## config.mk

```make
export PLATFORM = sky130hd
export DESIGN_NAME = timer_display_scan_flat
export DESIGN_NICKNAME = d
export VERILOG_FILES = /design/src/rtl/timer_disp_pkg.sv /design/src/rtl/timer_display_scan_if.sv /design/src/rtl/sec_bin2bcd.sv /design/src/rtl/timer_display_scan.sv /design/src/flat_wrapper.sv
export SDC_FILE = /design/constraint.sdc
export NUM_CORES = 1
export LEC_CHECK = 0
export ABC_AREA = 1
export CELL_PAD_IN_SITES_DETAIL_PLACEMENT = 1
export CELL_PAD_IN_SITES_GLOBAL_PLACEMENT = 1
export CORE_UTILIZATION = 40
export DETAILED_ROUTE_END_ITERATION = 16
export GPL_TIMING_DRIVEN = 0
export HOLD_SLACK_MARGIN = 0.12
export PLACE_DENSITY = 0.8
export SYNTH_ARGS = -nofsm -noshare
export SYNTH_HDL_FRONTEND = slang
export SYNTH_SLANG_ARGS = --single-unit
```

## constraint.sdc

```tcl
create_clock -name CLK -period 3.05 [get_ports CLK]
set_input_delay 0.61 -clock CLK [delete_from_list [all_inputs] [get_ports CLK]]
set_output_delay 0.61 -clock CLK [all_outputs]
set_load 0.02 [all_outputs]
```

## src/rtl/timer_disp_pkg.sv

```systemverilog
// Shared constants and types for the timer display scanner:
// 7-segment codes (gfedcba, active-low), digit count, FSM and content-select enums.
package timer_disp_pkg;

  localparam int NUM_DIGITS = 4;

  localparam logic [6:0] SEG_0     = 7'h40;
  localparam logic [6:0] SEG_1     = 7'h79;
  localparam logic [6:0] SEG_2     = 7'h24;
  localparam logic [6:0] SEG_3     = 7'h30;
  localparam logic [6:0] SEG_4     = 7'h19;
  localparam logic [6:0] SEG_5     = 7'h12;
  localparam logic [6:0] SEG_6     = 7'h02;
  localparam logic [6:0] SEG_7     = 7'h78;
  localparam logic [6:0] SEG_8     = 7'h00;
  localparam logic [6:0] SEG_9     = 7'h10;
  localparam logic [6:0] SEG_DASH  = 7'h3F;
  localparam logic [6:0] SEG_BLANK = 7'h7F;

  typedef enum logic {
    IDLE,
    CONV
  } conv_state_e;

  typedef enum logic [1:0] {
    CONTENT_DIGIT,
    CONTENT_DASH,
    CONTENT_BLANK
  } content_e;

  function automatic logic [6:0] seg_digit(input logic [3:0] d);
    case (d)
      4'd0:    seg_digit = SEG_0;
      4'd1:    seg_digit = SEG_1;
      4'd2:    seg_digit = SEG_2;
      4'd3:    seg_digit = SEG_3;
      4'd4:    seg_digit = SEG_4;
      4'd5:    seg_digit = SEG_5;
      4'd6:    seg_digit = SEG_6;
      4'd7:    seg_digit = SEG_7;
      4'd8:    seg_digit = SEG_8;
      4'd9:    seg_digit = SEG_9;
      default: seg_digit = SEG_BLANK;
    endcase
  endfunction

endpackage

```

## src/rtl/timer_display_scan_if.sv

```systemverilog
// Time-in / display-out bundle between the timer logic, the scanner and the board pins.
interface timer_display_scan_if;
  logic [1:0] min_in;
  logic [5:0] sec_in;
  logic       hold_in;
  logic [3:0] an_n;
  logic [6:0] seg_n;
  logic       dp_n;

  modport master (output min_in, sec_in, hold_in, input an_n, seg_n, dp_n);
  modport slave  (input min_in, sec_in, hold_in, output an_n, seg_n, dp_n);
endinterface

```

## src/rtl/sec_bin2bcd.sv

```systemverilog
// Sequential seconds-to-BCD converter: subtracts ten per cycle, flags seconds above 59.
module sec_bin2bcd
  import timer_disp_pkg::*;
(
  input  logic       clk,
  input  logic       rst,
  input  logic       start,
  input  logic [5:0] sec,
  output logic       done,
  output logic [2:0] tens,
  output logic [3:0] ones,
  output logic       inv
);

  conv_state_e state, state_nxt;
  logic [5:0]  rem, rem_nxt;
  logic [2:0]  tens_q, tens_nxt;
  logic        inv_q, inv_nxt;

  // NOTE: non-blocking for all state so every register updates together at the edge.
  always_ff @(posedge clk or posedge rst) begin
    if (rst) begin
      state  <= IDLE;
      rem    <= '0;
      tens_q <= '0;
      inv_q  <= 1'b0;
    end else begin
      state  <= state_nxt;
      rem    <= rem_nxt;
      tens_q <= tens_nxt;
      inv_q  <= inv_nxt;
    end
  end

  // NOTE: every variable gets a default first, so no path can infer a latch.
  always_comb begin
    state_nxt = state;
    rem_nxt   = rem;
    tens_nxt  = tens_q;
    inv_nxt   = inv_q;
    done      = 1'b0;
    case (state)
      IDLE: begin
        if (start) begin
          state_nxt = CONV;
          rem_nxt   = sec;
          tens_nxt  = '0;
          inv_nxt   = (sec > 6'd59);
        end
      end
      CONV: begin
        if (inv_q || rem < 6'd10) begin
          done      = 1'b1;
          state_nxt = IDLE;
        end else begin
          rem_nxt  = rem - 6'd10;
          tens_nxt = tens_q + 3'd1;
        end
      end
    endcase
  end

  // Only meaningful while done is high; the remainder is below ten by then.
  assign tens = inv_q ? 3'd0 : tens_q;
  assign ones = inv_q ? 4'd0 : rem[3:0];
  assign inv  = inv_q;

  // The scan period guarantees a conversion finishes before the next snapshot.
  a_no_collision: assert property (@(posedge clk) disable iff (rst) !(start && state == CONV));

endmodule

```

## src/rtl/timer_display_scan.sv

```systemverilog
// Multiplexed 4-digit " M:SS" driver: per-frame snapshot, BCD conversion, blink and
// registered active-low anode/segment/colon outputs.
module timer_display_scan
  import timer_disp_pkg::*;
#(
  parameter int SCAN_DIV  = 50000,
  parameter int BLINK_DIV = 12500000
) (
  input  logic                CLK,
  input  logic                RST,
  timer_display_scan_if.slave disp
);

  localparam int SCAN_W  = $clog2(SCAN_DIV);
  localparam int BLINK_W = (BLINK_DIV > 1) ? $clog2(BLINK_DIV) : 1;
  localparam int DIG_W   = $clog2(NUM_DIGITS);

  logic [SCAN_W-1:0]  scan_cnt;
  logic               scan_tick;
  logic [DIG_W-1:0]   dig_sel;
  logic [BLINK_W-1:0] blink_cnt;
  logic               blink_wrap;
  logic               blink_ph;
  logic               snap_req;
  logic [1:0]         snap_min;

  logic               conv_done;
  logic [2:0]         conv_tens;
  logic [3:0]         conv_ones;
  logic               conv_inv;

  logic [1:0]         d_min;
  logic [2:0]         d_tens;
  logic [3:0]         d_ones;
  logic               d_inv;
  logic               expired;

  content_e           content;
  logic [3:0]         digit;
  logic [6:0]         seg_nxt;
  logic               dp_nxt;

  assign scan_tick  = (scan_cnt == SCAN_W'(SCAN_DIV - 1));
  assign blink_wrap = (blink_cnt == BLINK_W'(BLINK_DIV - 1));
  assign snap_req   = scan_tick && (dig_sel == DIG_W'(NUM_DIGITS - 1));

  always_ff @(posedge CLK or posedge RST) begin
    if (RST) begin
      scan_cnt  <= '0;
      dig_sel   <= '0;
      blink_cnt <= '0;
      blink_ph  <= 1'b0;
    end else begin
      scan_cnt  <= scan_tick ? '0 : scan_cnt + SCAN_W'(1);
      if (scan_tick) dig_sel <= dig_sel + DIG_W'(1);
      blink_cnt <= blink_wrap ? '0 : blink_cnt + BLINK_W'(1);
      if (blink_wrap) blink_ph <= ~blink_ph;
    end
  end

  sec_bin2bcd u_conv (
    .clk   (CLK),
    .rst   (RST),
    .start (snap_req),
    .sec   (disp.sec_in),
    .done  (conv_done),
    .tens  (conv_tens),
    .ones  (conv_ones),
    .inv   (conv_inv)
  );

  // Display registers change only on conv_done, all in the same cycle.
  always_ff @(posedge CLK or posedge RST) begin
    if (RST) begin
      snap_min <= '0;
      d_min    <= '0;
      d_tens   <= '0;
      d_ones   <= '0;
      d_inv    <= 1'b0;
    end else begin
      if (snap_req) snap_min <= disp.min_in;
      if (conv_done) begin
        d_min  <= snap_min;
        d_tens <= conv_tens;
        d_ones <= conv_ones;
        d_inv  <= conv_inv;
      end
    end
  end

  assign expired = (d_min == 2'd0) && (d_tens == 3'd0) && (d_ones == 4'd0) && !d_inv;

  always_comb begin
    content = CONTENT_BLANK;
    digit   = '0;
    case (dig_sel)
      2'd0: begin
        content = d_inv ? CONTENT_DASH : CONTENT_DIGIT;
        digit   = d_ones;
      end
      2'd1: begin
        content = d_inv ? CONTENT_DASH : CONTENT_DIGIT;
        digit   = {1'b0, d_tens};
      end
      2'd2: begin
        content = CONTENT_DIGIT;
        digit   = {2'b00, d_min};
      end
      default: ;
    endcase

    // Expiry blink is suppressed while held; slot 3 is blank regardless.
    if (expired && !disp.hold_in && blink_ph) content = CONTENT_BLANK;

    case (content)
      CONTENT_DIGIT: seg_nxt = seg_digit(digit);
      CONTENT_DASH:  seg_nxt = SEG_DASH;
      default:       seg_nxt = SEG_BLANK;
    endcase

    dp_nxt = 1'b1;
    if (dig_sel == 2'd2) dp_nxt = disp.hold_in ? ~blink_ph : 1'b0;
  end

  always_ff @(posedge CLK or posedge RST) begin
    if (RST) begin
      disp.an_n  <= 4'hF;
      disp.seg_n <= SEG_BLANK;
      disp.dp_n  <= 1'b1;
    end else begin
      disp.an_n  <= ~(4'b0001 << dig_sel);
      disp.seg_n <= seg_nxt;
      disp.dp_n  <= dp_nxt;
    end
  end

endmodule

```

## src/flat_wrapper.sv

```systemverilog
// flat-port wrapper written by rule: the top's interface ports become plain ports
module timer_display_scan_flat import timer_disp_pkg::*;
#(
  parameter int SCAN_DIV  = 50000,
  parameter int BLINK_DIV = 12500000
)
  (CLK, RST, disp_min_in, disp_sec_in, disp_hold_in, disp_an_n, disp_seg_n, disp_dp_n);
  timer_display_scan_if disp_i ();
  input  logic CLK;
  input  logic RST;
  input wire logic [$bits(disp_i.min_in)-1:0] disp_min_in;
  input wire logic [$bits(disp_i.sec_in)-1:0] disp_sec_in;
  input wire logic [$bits(disp_i.hold_in)-1:0] disp_hold_in;
  output wire logic [$bits(disp_i.an_n)-1:0] disp_an_n;
  output wire logic [$bits(disp_i.seg_n)-1:0] disp_seg_n;
  output wire logic [$bits(disp_i.dp_n)-1:0] disp_dp_n;
  assign disp_i.min_in = disp_min_in;
  assign disp_i.sec_in = disp_sec_in;
  assign disp_i.hold_in = disp_hold_in;
  assign disp_an_n = disp_i.an_n;
  assign disp_seg_n = disp_i.seg_n;
  assign disp_dp_n = disp_i.dp_n;
  timer_display_scan #(.SCAN_DIV(SCAN_DIV), .BLINK_DIV(BLINK_DIV)) u_core (.CLK(CLK), .RST(RST), .disp(disp_i));
endmodule
```

==> reports/metrics.cfg, run 1 <==
[cells_and_area]
layout_commonest_cell = nand2_1
layout-drive-gt1-share = 0.112
final_area_sq_um = 4900
nets = 619
layout_common_cells = nand2_1 (170), nor2_1 (82), inv_1 (67), dfrtp_1 (66), nand3_1 (38)
syn2layout_area_growth_pct = 14.5
n_antenna_cell = 0
fillers = 1306

[setup_path]
worstSetupPathType = reg -> out
worstPathArrival_ps = 1470
slowest_delay_ps = 590
reg2reg_to = u_core.disp.seg_n[6]$_DFF_PP1_
reg2reg_depth = 12
path_cells = clkdlybuf4s50_1
critPathBufInv = 1
worst_path_dominant_cell_family = buffers and inverters
worst_path_max_delay_cell = clkdlybuf4s50_1
required_ps = 2440
start_kind = flip-flop
worstReg2RegStart = u_core.dig_sel[0]$_DFFE_PP0N_
critPathCaptureType = output port
cp_max_fo = 1
regToRegSetupSlack_ps = 1020

[route]
route.met2.wl_um = 5010
wirelength_um = 10200
avgViaCountPerCell = 4.90
routedWlPerCell_um = 13.8
antenna_left = 0
vias = 3607
wl_met1_um = 4880
drt-pass1-iter-count = 5
drc_errors = 0
wl_met3_um = 158
topRoutingLayerUsed = met4
drt_iter0_drc = 100

[logic_synthesis]
synth_nets = 585
seq_area_frac_synth = 0.460
yosysWarnings = 0
synth_top_family_by_area = simple AND/OR/NAND/NOR gates
synth_compound_area_frac = 0.0474
synthDistinctLibCells = 31
ys_ff_latch = 78
muxShareOfSynthArea = 0
synth-simple-area-share = 0.342
postSynthAreaPerCell_sq_um = 7.63
synth_area_sq_um = 4280
synthXorXnorAreaFrac = 0.0389
synthAdderAreaFrac = 0.0380
synthCells = 561

[floorplan]
die_h_um = 105
start_util = 0.414
rows = 37
dieArea_sq_um = 11100
ios = 23
core_area_sq_um = 10300
die_w_um = 105

[power]
peakVddDrop_mv = 0.227
power.density_nw_per_um2 = 384
finalPower_w = 0.00188
p_leak_nw = 2.33

[clock_network]
hold_buffers = 0
cts-resized-gates = 0
clock_latency_ps = 360
cts_tree = yes
cts_root_buffer = clkbuf_8
clockBufferDepth = 2
cts_buffers = 9
htree_levels = 3
path_clk_slew_ps = 90
cts_setup_buffers = 0
clock-sinks = 78

[timing]
period_share = 0.682
hold_ws_ps = 480
finalHoldViolations = 0
setup_violations = 0
rsz0062_at_grt = no
min_period_ps = 2080
fmax_mhz = 481
maxSlewViolCount = 0
setup_tns_ps = 0
tightest_slew_ps = 415
worst_clock_skew_ps = 14.9
timing.slew.headroom = 0.722

[placement]
gp_congestion = 0.817
post_dp_cell_area_sq_um = 4700
io_buffers = 22
hpwl_um = 7720

[job]
drv_cap = 0

[global_route]
grt_use_total = 0.206
grt_pass1_vias = 3923
grt_overflow = 0
antenna_found_initial = 0
grt_first_pass_wirelength_um = 18200
grt_max_degree = 64

[outcome]
status = finished clean

[min_path]
hold_end = u_core.snap_min[0]$_DFFE_PP0P_
min_path_type = reg -> reg
hp-start = u_core.snap_min[0]$_DFFE_PP0P_
worstHoldPathCells = 2

-- flip-flops by register name, indices dropped and copies added (netlist names), 3 cells and up --
register and count:
u_core.blink_cnt 24, u_core.u_conv.rem 6, u_core.d_ones 4, u_core.d_tens 3, u_core.disp.seg_n 7, u_core.u_conv.tens_q 3
u_core.scan_cnt 16, u_core.disp.an_n 4
-- worst min-delay path, delay by kind of cell (launching register included) --
family           cells  cell delay [ps]
flip-flops           1              350
AND/OR/NAND/NOR      2              100
-- kinds of logic (layout without fill, tap and decap cells) --
group | count (synthesis) | in the layout
AOI/OAI and AO/OA | 35 | 35
DFF | 78 | 78
xor gates and xnor gates | 19 | 19
adders and majority gates | 13 | 13
buffers and inverters | 79 | 118
and+or+nand+nor | 337 | 337
-- where the power goes --
part           internal, W  switching (W)  total (W)
registers          0.00103              0    0.00103
clock network     0.000408       0.000397   0.000805
logic            0.0000172      0.0000260  0.0000432
-- per-layer routing --
metal | vias to the layer above | GRT usage
li1 | 1821 | -
met1 | 1741 | 0.269
met2 | 35 | 0.354
met3 | 10 | 0.0260
met4 | 0 | 0.0664
met5 | - | 0
-- worst max path at each step --
stage / startpoint / endpoint / slack [ps] / cells after the start
2_1_floorplan: RST / u_core.blink_cnt[0]$_DFF_PP0_ / 460 / 1
3_3_place_gp: RST / u_core.blink_cnt[19]$_DFF_PP0_ / -860 / 2
3_5_place_dp: u_core.dig_sel[0]$_DFFE_PP0N_ / u_core.disp.seg_n[6]$_DFF_PP1_ / 1060 / 12
4_1_cts: u_core.disp.seg_n[2]$_DFF_PP1_ / disp_seg_n[2] / 950 / 1
5_1_grt: u_core.dig_sel[0]$_DFFE_PP0N_ / u_core.disp.seg_n[6]$_DFF_PP1_ / 810 / 12
6_report: u_core.disp.an_n[3]$_DFF_PP1_ / disp_an_n[3] / 970 / 1
-- area by class of cell --
cell class	count	area, sq um	area share
tap	136	170	0.0347
timing repair buffer	23	248	0.0506
buffer	4	32.5	0.00664
sequential	78	1970	0.402
inverter	75	287	0.0585
clock inverter	4	55.1	0.0112
multi-input combinational	404	1990	0.407
clock buffer	12	145	0.0296
-- cells in the mapped netlist --
library cell / n / area, sq um
xnor2_1: 6 / 52.6
o211ai_1: 4 / 30.0
nand4_4: 1 / 21.3
o21ai_0: 20 / 100
clkinv_2: 2 / 10.0
or2_2: 3 / 18.8
nor2_4: 1 / 11.3
nand2_2: 7 / 43.8
a31oi_1: 1 / 6.26
ha_1: 13 / 163
nand3b_1: 2 / 15.0
dfstp_2: 12 / 315
or2_0: 1 / 6.26
nand2_1: 170 / 638
nand3_2: 4 / 40.0
nand3_1: 38 / 190
nor2_1: 82 / 308
buf_2: 2 / 10.0
o21bai_1: 1 / 7.51
inv_1: 68 / 255
nand4_1: 11 / 68.8
xor2_1: 13 / 114
dfrtp_1: 66 / 1650
a21oi_1: 5 / 25.0
o21ai_2: 3 / 26.3
nor3_1: 8 / 40.0
nand2_4: 1 / 11.3
o21a_1: 1 / 7.51
inv_2: 5 / 18.8
buf_6: 2 / 22.5
nor2_2: 8 / 50.1
-- per-stage QoR --
stage / cells / utilization / worst slack (ps)
floorplan: 561 / - / 465
global placement: 719 / 0.452 / -861
detailed placement: 720 / 0.455 / 1060
CTS: 736 / 0.474 / 951
global route: 736 / 0.474 / 813
finish: 736 / 0.474 / 971
Note: power is estimated with default switching activity, not from simulation.
==> run 2: changes to the inputs <==
clock period = 2 ns   (was 3.05 ns; I/O delays follow)
==> run 2 against run 1 <==
Compared with the run above:
- wire length grew 0.37%
- clock skew hardly changed
- count of clock-buffer cells in the layout fell by 3
- non-clock buffer count increased by 3
- final cell count is 0.41% higher
- combinational power is 48% higher
- critical path type is now reg -> reg
- critical endpoint is now u_core.disp.seg_n[0]$_DFF_PP1_
- largest power group unchanged
- highest routed layer unchanged
==> reports/metrics.cfg, run 2 (synthesis results as in run 1) <==
[cells_and_area]
n_antenna_cell = 0  ; unchanged
layout_common_cells = nand2_1 (169), nor2_1 (82), inv_1 (67), dfrtp_1 (66), nand3_1 (37)
regMostFlops = u_core.blink_cnt
reg_top3 = u_core.blink_cnt (24), u_core.scan_cnt (16), u_core.disp.seg_n (7)
syn2layout_area_growth_pct = 16.1
layout-drive-gt1-share = 0.128  ; +0.0160
final_util = 0.481  ; +0.00679
nets = 622  ; +0.48%
largest_reg_flops = 24  ; unchanged
layout_commonest_cell = nand2_1

[setup_path]
required_ps = 2280  ; -160 ps
cp_max_fo = 5  ; +4
start_kind = flip-flop
worstSetupPathType = reg -> reg
worstPathArrival_ps = 2180  ; +710 ps
critPathCaptureType = flip-flop
regToRegSetupSlack_ps = 110  ; -910 ps

[timing]
setup_violations = 0  ; unchanged
min_period_ps = 1890
finalHoldViolations = 0  ; unchanged
timing.slew.headroom = 0.456  ; -0.266
hold_ws_ps = 472  ; -7.66 ps
setup_tns_ps = 0  ; unchanged
worst_clock_skew_ps = 15.0  ; +0.0465 ps
period_share = 0.947
fmax_mhz = 528
maxSlewViolCount = 0  ; unchanged
tightest_slew_ps = 814  ; +399 ps

[clock_network]
clock_latency_ps = 370  ; about the same
clock-sinks = 78  ; unchanged
clockBufferDepth = 2  ; unchanged
cts_buffers = 9  ; unchanged
path_clk_slew_ps = 90  ; about the same
htree_levels = 3  ; unchanged
cts_tree = yes
cts_root_buffer = clkbuf_8
hold_buffers = 0  ; unchanged

[floorplan]
die_w_um = 105  ; unchanged
core_area_sq_um = 10300  ; unchanged
die_h_um = 105  ; unchanged
start_util = 0.414  ; unchanged
dieArea_sq_um = 11100  ; unchanged
ios = 23  ; unchanged
rows = 37  ; unchanged

[power]
intPower_w = 0.00232  ; +59%
swShare = 0.229  ; +0.00417
seqPwrFrac = 0.523  ; -0.026
power.switching_w = 0.000690  ; +63%
peakVddDrop_mv = 0.311  ; +37%
finalPower_w = 0.00301  ; +60%
p_leak_nw = 2.36  ; +1.2%
p_comb_frac = 0.021  ; -0.002
power.density_nw_per_um2 = 607  ; +58%
p_clk_frac = 0.456  ; +0.028

[min_path]
min_path_type = reg -> reg

[route]
drc_errors = 0  ; unchanged
drt_iter0_drc = 100  ; unchanged
routedWlPerCell_um = 13.8  ; about the same
avgViaCountPerCell = 4.92  ; +0.37%
antenna_left = 0  ; unchanged
vias = 3635  ; +0.78%
wirelength_um = 10200  ; +0.37%
drt-pass1-iter-count = 4  ; -1

[global_route]
grt_use_total = 0.205  ; -0.000883
grt_max_degree = 43  ; -33%
grt_first_pass_wirelength_um = 18100  ; -0.49%
antenna_found_initial = 0  ; unchanged
grt_overflow = 0  ; unchanged
grt_pass1_vias = 3853  ; -1.8%

[job]
drv_cap = 0  ; unchanged

[placement]
hpwl_um = 7820  ; +1.3%
gp_congestion = 0.836  ; +2.4%
io_buffers = 22  ; unchanged

[outcome]
status = finished clean

==> run 2: stage by stage <==
step | std cells | setup slack (ps) | instance area (sq um)
final | 739 | 105 | 4970
after global routing | 739 | -21.5 | 4970
after CTS | 736 | 44.4 | 4930
after detailed placement | 720 | -15.8 | 4690
after global placement | 719 | -204 | 4670
after floorplan | 561 | 319 | 4280
==> run 2: area by class of cell <==
class | count | area [sq um]
fill | 1310 | 5360
multi-input combinational | 404 | 2020
sequential | 78 | 1970
inverter | 75 | 288
timing repair buffer | 26 | 263
tap | 136 | 170
clock buffer | 9 | 124
clock inverter | 7 | 105
buffer | 4 | 32.5
==> run 2: layer usage <==
metal	share of wire	track usage	wire, um
met4	0.016	0.0755	165
met5	0	0	0
met1	0.47	0.263	4820
met3	0.024	0.0402	243
met2	0.49	0.343	4990
==> run 2: path summary, 6_finish.rpt <==
kind	from	cells after the start	endpoint
max	u_core.dig_sel[1]$_DFFE_PP0N_	11	u_core.disp.seg_n[0]$_DFF_PP1_
min in group asynchronous	RST	2	u_core.scan_cnt[1]$_DFF_PP0_
min reg2reg	u_core.scan_cnt[0]$_DFF_PP0_	1	u_core.scan_cnt[0]$_DFF_PP0_
max in group asynchronous	RST	3	u_core.disp.seg_n[6]$_DFF_PP1_
min	u_core.scan_cnt[0]$_DFF_PP0_	1	u_core.scan_cnt[0]$_DFF_PP0_
max reg2reg	u_core.dig_sel[1]$_DFFE_PP0N_	11	u_core.disp.seg_n[0]$_DFF_PP1_
==> run 2: power groups by stage <==
stage | clock (W) | combinational [W] | sequential (W)
floorplan | 0 | 0.0000296 | 0.00161
global placement | 0 | 0.0000608 | 0.00161
detailed placement | 0 | 0.0000677 | 0.00161
CTS | 0.00142 | 0.0000679 | 0.00158
global route | 0.00149 | 0.0000744 | 0.00158
finish | 0.00137 | 0.0000639 | 0.00158
==> run 2: critical path, stage by stage, from the launching register on <==
cell and delay (ps):
dfrtp_1 430, inv_1 140, ha_2 270, nand2_1 80
nand3_1 80, nand2_1 110, inv_1 140, ha_1 170
inv_1 40, nand2_1 70, o21ai_0 90, o211ai_1 190
==> run 2: what timing repair did <==
item / CTS / global route
buffers inserted: 0 / 3
endpoints found under the hold margin: 0 / 0
pin swaps: 0 / 1
endpoints found under the setup margin: 2 / 4
resized for setup: 2 / 4
==> run 3: changes to the inputs <==
clock period = 2.4 ns   (was 2 ns; I/O delays follow)
==> run 3 against run 2 <==
Compared with the run above:
- clock power decreased by 16%
- flip-flop and latch count unchanged
- clock skew about the same
- count of clock-buffer cells in the layout unchanged
- register-to-register slack improved by 260 ps
- final area decreased by 0.96%
- core utilization decreased by 0.46 points
==> reports/metrics.cfg, run 3 (synthesis results as in run 1) <==
[setup_path]
start_kind = flip-flop
reg2reg_depth = 12  ; +1
crit_top_cell = nand2_1
critPathCaptureType = flip-flop
worstSetupPathType = reg -> reg
path_cells = inv_1, ha_1, nand2_1, nand3_1, nand2_1, inv_1, ha_1, nand3b_1, nand3_1, nand2_1, nand2_1, nand2_1
critPathBufInv = 2  ; -1
cp.depth = 12  ; +1
worstPathArrival_ps = 2330  ; +150 ps
worst_path_max_delay_cell = dfrtp_1
slowest_delay_ps = 410  ; -20 ps
required_ps = 2700  ; +420 ps
cp_max_fo = 6  ; +1
worst_path_dominant_cell_family = simple AND/OR/NAND/NOR gates

[route]
avgViaCountPerCell = 4.91  ; -0.23%
wirelength_um = 10100  ; -0.95%
drt-pass1-iter-count = 4  ; unchanged
antenna_left = 0  ; unchanged
drc_errors = 0  ; unchanged
vias = 3612  ; -0.63%
drt_iter0_drc = 104  ; +4.0%
routedWlPerCell_um = 13.7  ; -0.55%

[cells_and_area]
fillers = 1315  ; +0.38%
n_antenna_cell = 0  ; unchanged
final_util = 0.477  ; -0.00461
syn2layout_area_growth_pct = 15.0
layout_common_cells = nand2_1 (170), nor2_1 (82), inv_1 (67), dfrtp_1 (66), nand3_1 (38)
multi_input_area_sq_um = 1990  ; -1.2%
largest_reg_flops = 24  ; unchanged
register_area_sq_um = 1970  ; unchanged
reg_top3 = u_core.blink_cnt (24), u_core.scan_cnt (16), u_core.disp.seg_n (7)
layout_commonest_cell = nand2_1
nets = 619  ; -0.48%
layout-drive-gt1-share = 0.115  ; -0.0127
regMostFlops = u_core.blink_cnt

[timing]
rsz0062_at_grt = no
setup_tns_ps = 0  ; unchanged
fmax_mhz = 492  ; -6.8%
setup_violations = 0  ; unchanged
timing.slew.headroom = 0.455  ; -0.000713
maxSlewViolCount = 0  ; unchanged
period_share = 0.847  ; -0.100
worst_clock_skew_ps = 14.8  ; -0.210 ps
tightest_slew_ps = 816  ; +1.07 ps
finalHoldViolations = 0  ; unchanged
min_period_ps = 2030  ; +138 ps

[min_path]
min_path_type = reg -> reg
worstHoldPathCells = 1  ; unchanged

[clock_network]
cts-resized-gates = 0  ; -2
cts_buffers = 9  ; unchanged
htree_levels = 3  ; unchanged
hold_buffers = 0  ; unchanged
cts_root_buffer = clkbuf_8
clock-sinks = 78  ; unchanged
cts_tree = yes
clock_latency_ps = 370  ; about the same
cts_setup_buffers = 0  ; unchanged
clockBufferDepth = 2  ; unchanged
path_clk_slew_ps = 90  ; about the same

[outcome]
status = finished clean

[job]
drv_cap = 0  ; unchanged

[floorplan]
dieArea_sq_um = 11100  ; unchanged
die_h_um = 105  ; unchanged
start_util = 0.414  ; unchanged
core_area_sq_um = 10300  ; unchanged
die_w_um = 105  ; unchanged
ios = 23  ; unchanged
rows = 37  ; unchanged

[global_route]
grt_max_degree = 43  ; unchanged
grt_pass1_vias = 3855  ; +0.052%
grt_use_total = 0.205  ; unchanged
grt_first_pass_wirelength_um = 18100  ; about the same
antenna_found_initial = 0  ; unchanged
grt_overflow = 0  ; unchanged

[power]
power.density_nw_per_um2 = 512  ; -16%
p_leak_nw = 2.34  ; -0.92%
peakVddDrop_mv = 0.259  ; -17%

[placement]
hpwl_um = 7820  ; unchanged
gp_congestion = 0.836  ; unchanged
io_buffers = 22  ; unchanged

-- run 3: cell type report --
class / instances / area share
multi-input cells: 404 / 0.405
flip-flops and latches: 78 / 0.400
inverters: 75 / 0.0585
repair buffers: 23 / 0.0488
well taps: 136 / 0.0346
clock buffers: 9 / 0.0252
clock inverters: 7 / 0.0214
plain buffers: 4 / 0.00661
-- run 3: worst paths after layout --
check	start	to	slack, ps
max	u_core.dig_sel[0]$_DFFE_PP0N_	u_core.disp.seg_n[6]$_DFF_PP1_	370
min	u_core.scan_cnt[0]$_DFF_PP0_	u_core.scan_cnt[0]$_DFF_PP0_	470
max reg2reg	u_core.dig_sel[0]$_DFFE_PP0N_	u_core.disp.seg_n[6]$_DFF_PP1_	370
min reg2reg	u_core.scan_cnt[0]$_DFF_PP0_	u_core.scan_cnt[0]$_DFF_PP0_	470
max in group asynchronous	RST	u_core.disp.seg_n[6]$_DFF_PP1_	1060
min in group asynchronous	RST	u_core.scan_cnt[1]$_DFF_PP0_	600
-- run 3: per-layer routing --
layer	wire [um]	vias to the layer above	global-route usage
li1	-	1818	-
met1	4800	1734	0.263
met2	4900	43	0.343
met3	248	17	0.0402
met4	165	0	0.0755
met5	0	-	0
-- run 3: through the flow --
step	hold WS, ps	setup slack [ps]	power, W	std cells	area, sq um
2_1_floorplan	431	719	0.00136	561	4280
3_3_place_gp	454	116	0.00139	719	4670
3_5_place_dp	470	384	0.00140	720	4690
4_1_cts	484	345	0.00255	736	4920
5_1_grt	508	146	0.00262	736	4920
6_report	473	367	0.00252	736	4920
-- run 3: power by group --
group / internal (W) / leakage [nW] / switching, W
Combinational: 0.0000205 / 1.25 / 0.0000327
Clock: 0.000602 / 0.112 / 0.000550
Sequential: 0.00131 / 0.971 / 0
Total: 0.00194 / 2.34 / 0.000583
-- run 3: worst register-to-register path: cells and delay by family, from the launching register on --
| family | cells | cell delay, ps |
|---|---|---|
| buffers and inverters | 2 | 190 |
| and+or+nand+nor | 8 | 870 |
| DFF | 1 | 410 |
| adders and majority gates | 2 | 490 |
